## config.mk

```make
export PLATFORM = sky130hd
export DESIGN_NAME = sensor_input_conditioner
export DESIGN_NICKNAME = d
export VERILOG_FILES = /design/src/rtl/sensor_input_conditioner.sv
export SDC_FILE = /design/constraint.sdc
export NUM_CORES = 1
export LEC_CHECK = 0
export CAP_MARGIN = 30
export CORE_MARGIN = 5
export CORE_UTILIZATION = 31
export CTS_BUF_LIST = sky130_fd_sc_hd__clkbuf_16
export DETAILED_ROUTE_END_ITERATION = 7
export DONT_BUFFER_PORTS = 1
export SLEW_MARGIN = 5
export SYNTH_ARGS = -nofsm -noshare
export SYNTH_HDL_FRONTEND = slang
export SYNTH_SLANG_ARGS = --single-unit
```

## constraint.sdc

```tcl
create_clock -name clk1 -period 2.07 [get_ports clk1]
set_input_delay 0.414 -clock clk1 [delete_from_list [all_inputs] [get_ports clk1]]
set_output_delay 0.414 -clock clk1 [all_outputs]
set_load 0.02 [all_outputs]
```

## src/rtl/sensor_input_conditioner.sv

```systemverilog
// Input front end: two-flop synchroniser, per-channel debounce, rising-edge pulses,
// sticky event flags and a priority-encoded event code for the alarm FSM and display.
module sensor_input_conditioner #(
  parameter int N_CH       = 5,
  parameter int DEB_CYCLES = 16,
  parameter int CNT_W      = 20
) (
  input  logic            clk1,
  input  logic            reset,
  input  logic [N_CH-1:0] sens_raw,
  input  logic [N_CH-1:0] evt_clr,
  output logic [N_CH-1:0] sens_clean,
  output logic [N_CH-1:0] sens_rise,
  output logic [N_CH-1:0] evt_latched,
  output logic            evt_any,
  output logic [2:0]      evt_code
);

  localparam logic [CNT_W-1:0] CNT_MAX = CNT_W'(DEB_CYCLES - 1);

  logic [N_CH-1:0]  sync1_q, sync2_q;
  logic [N_CH-1:0]  clean_q, clean_d;
  logic [N_CH-1:0]  rise_q, rise_d;
  logic [N_CH-1:0]  evt_q, evt_d;
  logic [CNT_W-1:0] cnt_q [N_CH];
  logic [CNT_W-1:0] cnt_d [N_CH];

  always_ff @(posedge clk1 or negedge reset) begin
    if (!reset) begin
      sync1_q <= '0;
      sync2_q <= '0;
    end else begin
      sync1_q <= sens_raw;
      sync2_q <= sync1_q;
    end
  end

  // A new level is accepted only after sync2 has disagreed with the clean level
  // for DEB_CYCLES consecutive edges; any agreement restarts the count.
  always_comb begin
    clean_d = clean_q;
    for (int i = 0; i < N_CH; i++) begin
      cnt_d[i] = cnt_q[i];
      if (sync2_q[i] == clean_q[i]) begin
        cnt_d[i] = '0;
      end else if (cnt_q[i] == CNT_MAX) begin
        clean_d[i] = sync2_q[i];
        cnt_d[i]   = '0;
      end else begin
        cnt_d[i] = cnt_q[i] + 1'b1;
      end
    end
    rise_d = clean_d & ~clean_q;
    evt_d  = (evt_q & ~evt_clr) | rise_q;
  end

  always_ff @(posedge clk1 or negedge reset) begin
    if (!reset) begin
      clean_q <= '0;
      rise_q  <= '0;
      evt_q   <= '0;
      for (int i = 0; i < N_CH; i++) begin
        cnt_q[i] <= '0;
      end
    end else begin
      clean_q <= clean_d;
      rise_q  <= rise_d;
      evt_q   <= evt_d;
      for (int i = 0; i < N_CH; i++) begin
        cnt_q[i] <= cnt_d[i];
      end
    end
  end

  // Scan from the highest index down so the lowest latched channel wins.
  always_comb begin
    evt_code = '0;
    for (int i = N_CH - 1; i >= 0; i--) begin
      if (evt_q[i]) begin
        evt_code = 3'(i + 1);
      end
    end
  end

  assign sens_clean  = clean_q;
  assign sens_rise   = rise_q;
  assign evt_latched = evt_q;
  assign evt_any     = |evt_q;

endmodule
```

==> results.toml, run 1 <==
[run_status]
status = "finished with violations"
violations = "negative hold slack"

[routing]
ant_nets = 0
wl_per_cell_um = 13.66
avgViaCountPerCell = 4.915
drt-total-wl_um = 12100
dr.pass1.iters = 4
drcViolationCount = 0
drtIter0Drc = 263
vias = 4355

[placement]
dp_hpwl_um = 8137
dpl_worst_slack_ns = 0.1951
gp_congestion = 0.8210
dp_cells = 854
portBuffers = 0

[die]
row_count = 50
core_um2 = 18830
die_width_um = 148.9
fp.dieH_um = 148.9
die_area_um2 = 22180
initial_core_util_pct = 31.78
ios = 31

[timing]
relSlewSlack_pct = 68.26
period_needed_ns = 1.924
tightest_slew_ns = 0.4718
whs_ns = -0.2915
maxSlewViolCount = 0
fin_crit_sh_pct = 92.95
grt_setup_unrepaired = "no"
fin_ws_ns = 0.1459
max_freq_mhz = 519.7
skew_ns = 0.006617
fin_setup_tns_ns = 0
final-setup-viol-count = 0
hold_viol = 125

[power]
power_frac_clock_pct = 52.7
power.leakage_uw = 0.002938
cellPowerDensity_nw_per_um2 = 794.0
switching_share_pct = 20.74
pwr-share-seq_pct = 45.5
ir_worst_vdd_mv = 0.5777
comb_power_share_pct = 1.8
p_int_uw = 4384
switching_power_uw = 1147
fin_total_pwr_uw = 5531

[yosys]
syn_avg_cell_area_um2 = 10.07
ys_warn_count = 0
syn-num-nets = 611
synth_area_um2 = 5984
synthArstFlopShare_pct = 100.0
synth_edf_count = 0
yosys_most_used_dff = "dfrtp_1"
yosys_register_bits = 125
synth_top_area_cell = "dfrtp_1"
yosysSeqAreaShare_pct = 52.27
yosysTopAreaCellShare_pct = 52.27
synth_cell_types = 45
ys_top_cells_by_area = "dfrtp_1 52%, xnor2_1 6.9%, nor2_1 5.8%"
synth_cells = 594

[worst_setup_path]
path_cells = "or4_1, nor4_1, mux2_2"
arrival_ns = 2.22
critPathTopFamily = "simple AND/OR/NAND/NOR gates"
critical_path_class = "reg -> reg"
slowest_delay_ns = 0.60
critPathLaunchType = "flip-flop"
path_max_fanout = 4
cp_num_buf_inv = 0
cp.required_ns = 2.36
cp-end-kind = "flip-flop"
r2r_setup_slack_ns = 0.15
crit_slowest_cell = "or4_1"

[clock_tree]
cts_setup_buffers = 0
clk_pin_slew_ns = 0.05
clk-insertion-delay-late_ns = 0.41
clock_path_buffers = 2
cts_max_level = 4
cts_tree = "yes"
cts.sinks = 125
cts-buffers-inserted = 17
cts_root_buf = "clkbuf_16"

[global_route]
grt_max_degree = 126
antenna_found_initial = 0
grt_pass1_wl_um = 20820
grt.total_usage_pct = 11.50
grt_pass1_vias = 4227
gr-total-overflow = 0

[cells_and_area]
layout_common_cells = "125 x dfrtp_1, 93 x nor2_1, 47 x xnor2_1"
finalNetCount = 630
stdcell_count = 886
fin_util_pct = 37.00
synthToLayoutAreaGrowth_pct = 16.41
final_common_cell = "dfrtp_1"
diodes = 0
drive_gt1_share_pct = 9.904

[run]
maxCapViolCount = 0

[hold_path]
hp-class = "in -> async"
==> power groups by stage <==
| stage | clock network, uW | logic [uW] | registers [uW] |
|---|---|---|---|
| floorplan | 0 | 77.1 | 2550 |
| global placement | 0 | 101 | 2560 |
| detailed placement | 0 | 102 | 2560 |
| CTS | 2990 | 103 | 2510 |
| global route | 3110 | 116 | 2520 |
| finish | 2920 | 101 | 2510 |
==> per-stage QoR <==
| step | hold slack (ns) | cell area [um^2] |
|---|---|---|
| after CTS | -0.3113 | 6958 |
| final | -0.2915 | 6967 |
| after floorplan | 0.1184 | 5984 |
| after detailed placement | 0.1278 | 6375 |
| after global placement | 0.1275 | 6375 |
| after global routing | -0.3174 | 6967 |
==> state kept, by name, summed over array words and instances (netlist names) <==
register and cells:
sens_rise 5, cnt_q 100, sync1_q 5, sens_clean 5, evt_latched 5, sync2_q 5
==> path summary, 6_finish.rpt <==
check	start	end	cells after the start
max	cnt_q[56]	sens_clean[2]	3
min	reset	cnt_q[63]	0
max reg2reg	cnt_q[56]	sens_clean[2]	3
min reg2reg	sync1_q[4]	sync2_q[4]	0
max in group asynchronous	reset	cnt_q[23]	0
min in group clk1	sens_raw[3]	sync1_q[3]	0
==> layer usage <==
layer	track usage (%)	wire length, um	share of wire (%)
met5	0	0	0
met4	3.432	126	1.0
met3	3.586	465	3.8
met2	17.58	5584	46
met1	15.69	5923	49
==> timing repair <==
action,in CTS,in global routing
hold endpoints to repair,125,125
resized for setup,1,2
pin swaps,0,0
cloned,0,0
setup endpoints to repair,1,2
==> logic make-up (layout without fill, tap and decap cells) <==
kind of cell,count (synthesis),count (layout),synth area share (%)
and+or+nand+nor,300,300,26.70
buffers and inverters,34,66,2.237
AOI/OAI and AO/OA,43,43,4.683
muxes,11,11,1.944
xor gates and xnor gates,76,76,11.12
adders and majority gates,5,5,1.045
DFF,125,125,52.27
==> cell type report <==
cell class	count	area, um^2
multi-input combinational	435	2741
timing repair buffer	17	127.6
clock buffer	17	425.4
fill	1862	11860
inverter	17	63.81
tap	260	325.3
sequential	125	3128
clock inverter	15	155.1
==> cell usage after synthesis (5+ instances only) <==
cell	count
nand3_1	31
or3_1	10
inv_1	17
and4_1	9
or4_1	6
nand4_1	31
o21ai_0	9
xnor2_1	47
dfrtp_1	125
a21oi_1	16
ha_1	5
nor3_1	14
xor2_1	29
nor3b_1	6
and2_1	7
mux2i_1	6
nor2_1	93
nand2_1	32
clkbuf_1	12
mux2_2	5
nor4_1	37
and3_1	6
Note: power is estimated with default switching activity, not from simulation.
==> run 2, diff against run 1 <==
SLEW_MARGIN = 20   (was 5)
==> results of run 2 <==
The final DEF is identical to that of run 1; final timing and power are the same.
==> run 3, diff against run 2 <==
ABC_AREA = 1   (was default)
==> run 3 against run 2 <==
  * Maximum frequency grew 4.1%
  * Count of clock-buffer cells in the layout stayed put
  * The run still ends with negative hold slack left
  * Area after synthesis grew 15%
  * Sequential power about the same
  * Wire length rose by 24%
  * Design area up 12%
  * Largest cell class is now multi-input gates
  * Combinational power decreased by 7%
==> results.toml, run 3 <==
[power]
power.leakage_uw = 0.003345
ir_worst_vdd_mv = 0.4763
cellPowerDensity_nw_per_um2 = 709.3

[worst_setup_path]
critPathLaunchType = "flip-flop"
critPathTopFamily = "flip-flops"
path_max_fanout = 4
cp.required_ns = 1.66
cp_num_buf_inv = 2
critical_path_class = "reg -> out"
path_cells = "inv_1, a21oi_1, buf_4"
cp-end-kind = "primary output"
arrival_ns = 1.43
crit_slowest_cell = "dfrtp_1"
slowest_delay_ns = 0.49

[timing]
max_freq_mhz = 541.1
hold_viol = 125
maxSlewViolCount = 0
fin_crit_sh_pct = 89.28
final-setup-viol-count = 0
skew_ns = 0.007610
relSlewSlack_pct = 63.44
fin_setup_tns_ns = 0
tightest_slew_ns = 0.5478
whs_ns = -0.2932
period_needed_ns = 1.848
grt_setup_unrepaired = "no"

[routing]
ant_nets = 0
wl_per_cell_um = 12.37
drcViolationCount = 0
avgViaCountPerCell = 4.542
dr.pass1.iters = 5
drtIter0Drc = 282
vias = 5518
drt-total-wl_um = 15030

[placement]
portBuffers = 0
dp_hpwl_um = 11040
gp_congestion = 0.8655
dp_cells = 1182

[cells_and_area]
final_common_cell = "nor2_1"
stdcell_count = 1215
drive_gt1_share_pct = 13.05
diodes = 0
finalNetCount = 939
fillers = 2278
synthToLayoutAreaGrowth_pct = 13.87
layout_common_cells = "215 x nor2_1, 167 x nand2_1, 125 x dfrtp_1"
largest_reg_flops = 100
top_register = "cnt_q"

[clock_tree]
cts-resized-gates = 0
clk_pin_slew_ns = 0.06
cts_tree = "yes"
cts_max_level = 4
cts_setup_buffers = 0
clk-insertion-delay-late_ns = 0.41
clock_path_buffers = 2
cts.sinks = 125
cts-buffers-inserted = 17
cts_root_buf = "clkbuf_16"

[run_status]
violations = "negative hold slack"
status = "finished with violations"

[die]
core_um2 = 21820
die_width_um = 159.0
fp.dieH_um = 159.0
initial_core_util_pct = 31.53
ios = 31
row_count = 54
die_area_um2 = 25280

[yosys]
synthArstFlopShare_pct = 100.0
ys_warn_count = 0
syn-num-nets = 919
synth_cells = 902
synth_most_common_cell = "nor2_1"
synth_cell_types = 24
synth_edf_count = 0
syn_avg_cell_area_um2 = 7.629
yosysTopAreaCellShare_pct = 45.45
yosysSeqAreaShare_pct = 45.45
yosys_most_used_dff = "dfrtp_1"
synthTopCellsByCount = "215 x nor2_1, 167 x nand2_1, 125 x dfrtp_1"
ys_top_cells_by_area = "dfrtp_1 45%, nor2_1 12%, nand2_1 9.1%"
synth_top_area_cell = "dfrtp_1"
synth_area_um2 = 6882
yosys_register_bits = 125

[global_route]
grt_pass1_wl_um = 26560
gr-total-overflow = 0
antenna_found_initial = 0
grt_pass1_vias = 5537
grt_max_degree = 126
grt.total_usage_pct = 12.42

[hold_path]
hp-class = "in -> async"

[run]
maxCapViolCount = 0
==> run 3: final cells by class <==
type	count	area, um^2	area share (%)
Sequential cell	125	3128	39.92
Clock inverter	15	162.7	2.076
Timing Repair Buffer	6	47.55	0.6067
Clock buffer	17	425.4	5.429
Inverter	108	405.4	5.173
Multi-Input combinational cell	664	3317	42.33
Tap cell	280	350.3	4.471
==> run 3: logic make-up (layout without fill, tap and decap cells) <==
group                      Yosys count  after routing  share of synthesized area, %
and+or+nand+nor                    593            593                         39.69
DFF                                125            125                         45.45
buffers and inverters              113            146                         6.345
xor gates and xnor gates            46             46                         5.964
AOI/OAI and AO/OA                   20             20                         1.636
adders and majority gates            5              5                        0.9091
==> run 3: layer usage <==
layer  up-vias  track usage [%]  wire length (um)
li1       2867                -                 -
met1      2554            16.25              7153
met2        81            20.17              7071
met3        16            2.848               525
met4         0            4.537               284
met5         -                0                 0
==> run 3: worst paths after layout <==
kind | from | depth (start not counted) | slack [ns] | endpoint
worst min register to register | sync1_q[4] | 0 | 0.35 | sync2_q[4]
worst max-delay path | evt_latched[2] | 3 | 0.22 | evt_code[1]
min in group clk1 | sens_raw[0] | 0 | 0.03 | sync1_q[0]
worst min-delay path | reset | 0 | -0.29 | sens_clean[2]
max in group asynchronous | reset | 0 | 2.15 | cnt_q[44]
worst max register to register | sens_clean[3] | 3 | 0.61 | cnt_q[27]
==> run 3: metrics by stage <==
| step | utilization [%] | area [um^2] | power (uW) | setup WS [ns] | hold WS [ns] |
|---|---|---|---|---|---|
| 6_report | 35.91 | 7836 | 5558 | 0.2218 | -0.2932 |
| 2_1_floorplan | - | 6882 | 2625 | 0.4467 | 0.1184 |
| 3_3_place_gp | 33.17 | 7238 | 2646 | 0.5725 | 0.1270 |
| 4_1_cts | 35.86 | 7826 | 5649 | 0.1034 | -0.3226 |
| 5_1_grt | 35.91 | 7836 | 5773 | 0.07276 | -0.3249 |
| 3_5_place_dp | 33.17 | 7238 | 2648 | 0.5602 | 0.1269 |
==> run 3: worst reg2reg max path, delay by kind of cell (launching register included) <==
family / cells / cell delay [ns]
xor gates and xnor gates: 1 / 0.22
buffers and inverters: 1 / 0.28
DFF: 1 / 0.51
and+or+nand+nor: 1 / 0.34
==> run 3: power by group <==
group          switching, uW  internal [uW]  total (uW)
sequential              31.9           2480        2510
combinational           64.1           29.9        93.9
clock                   1170           1790        2950
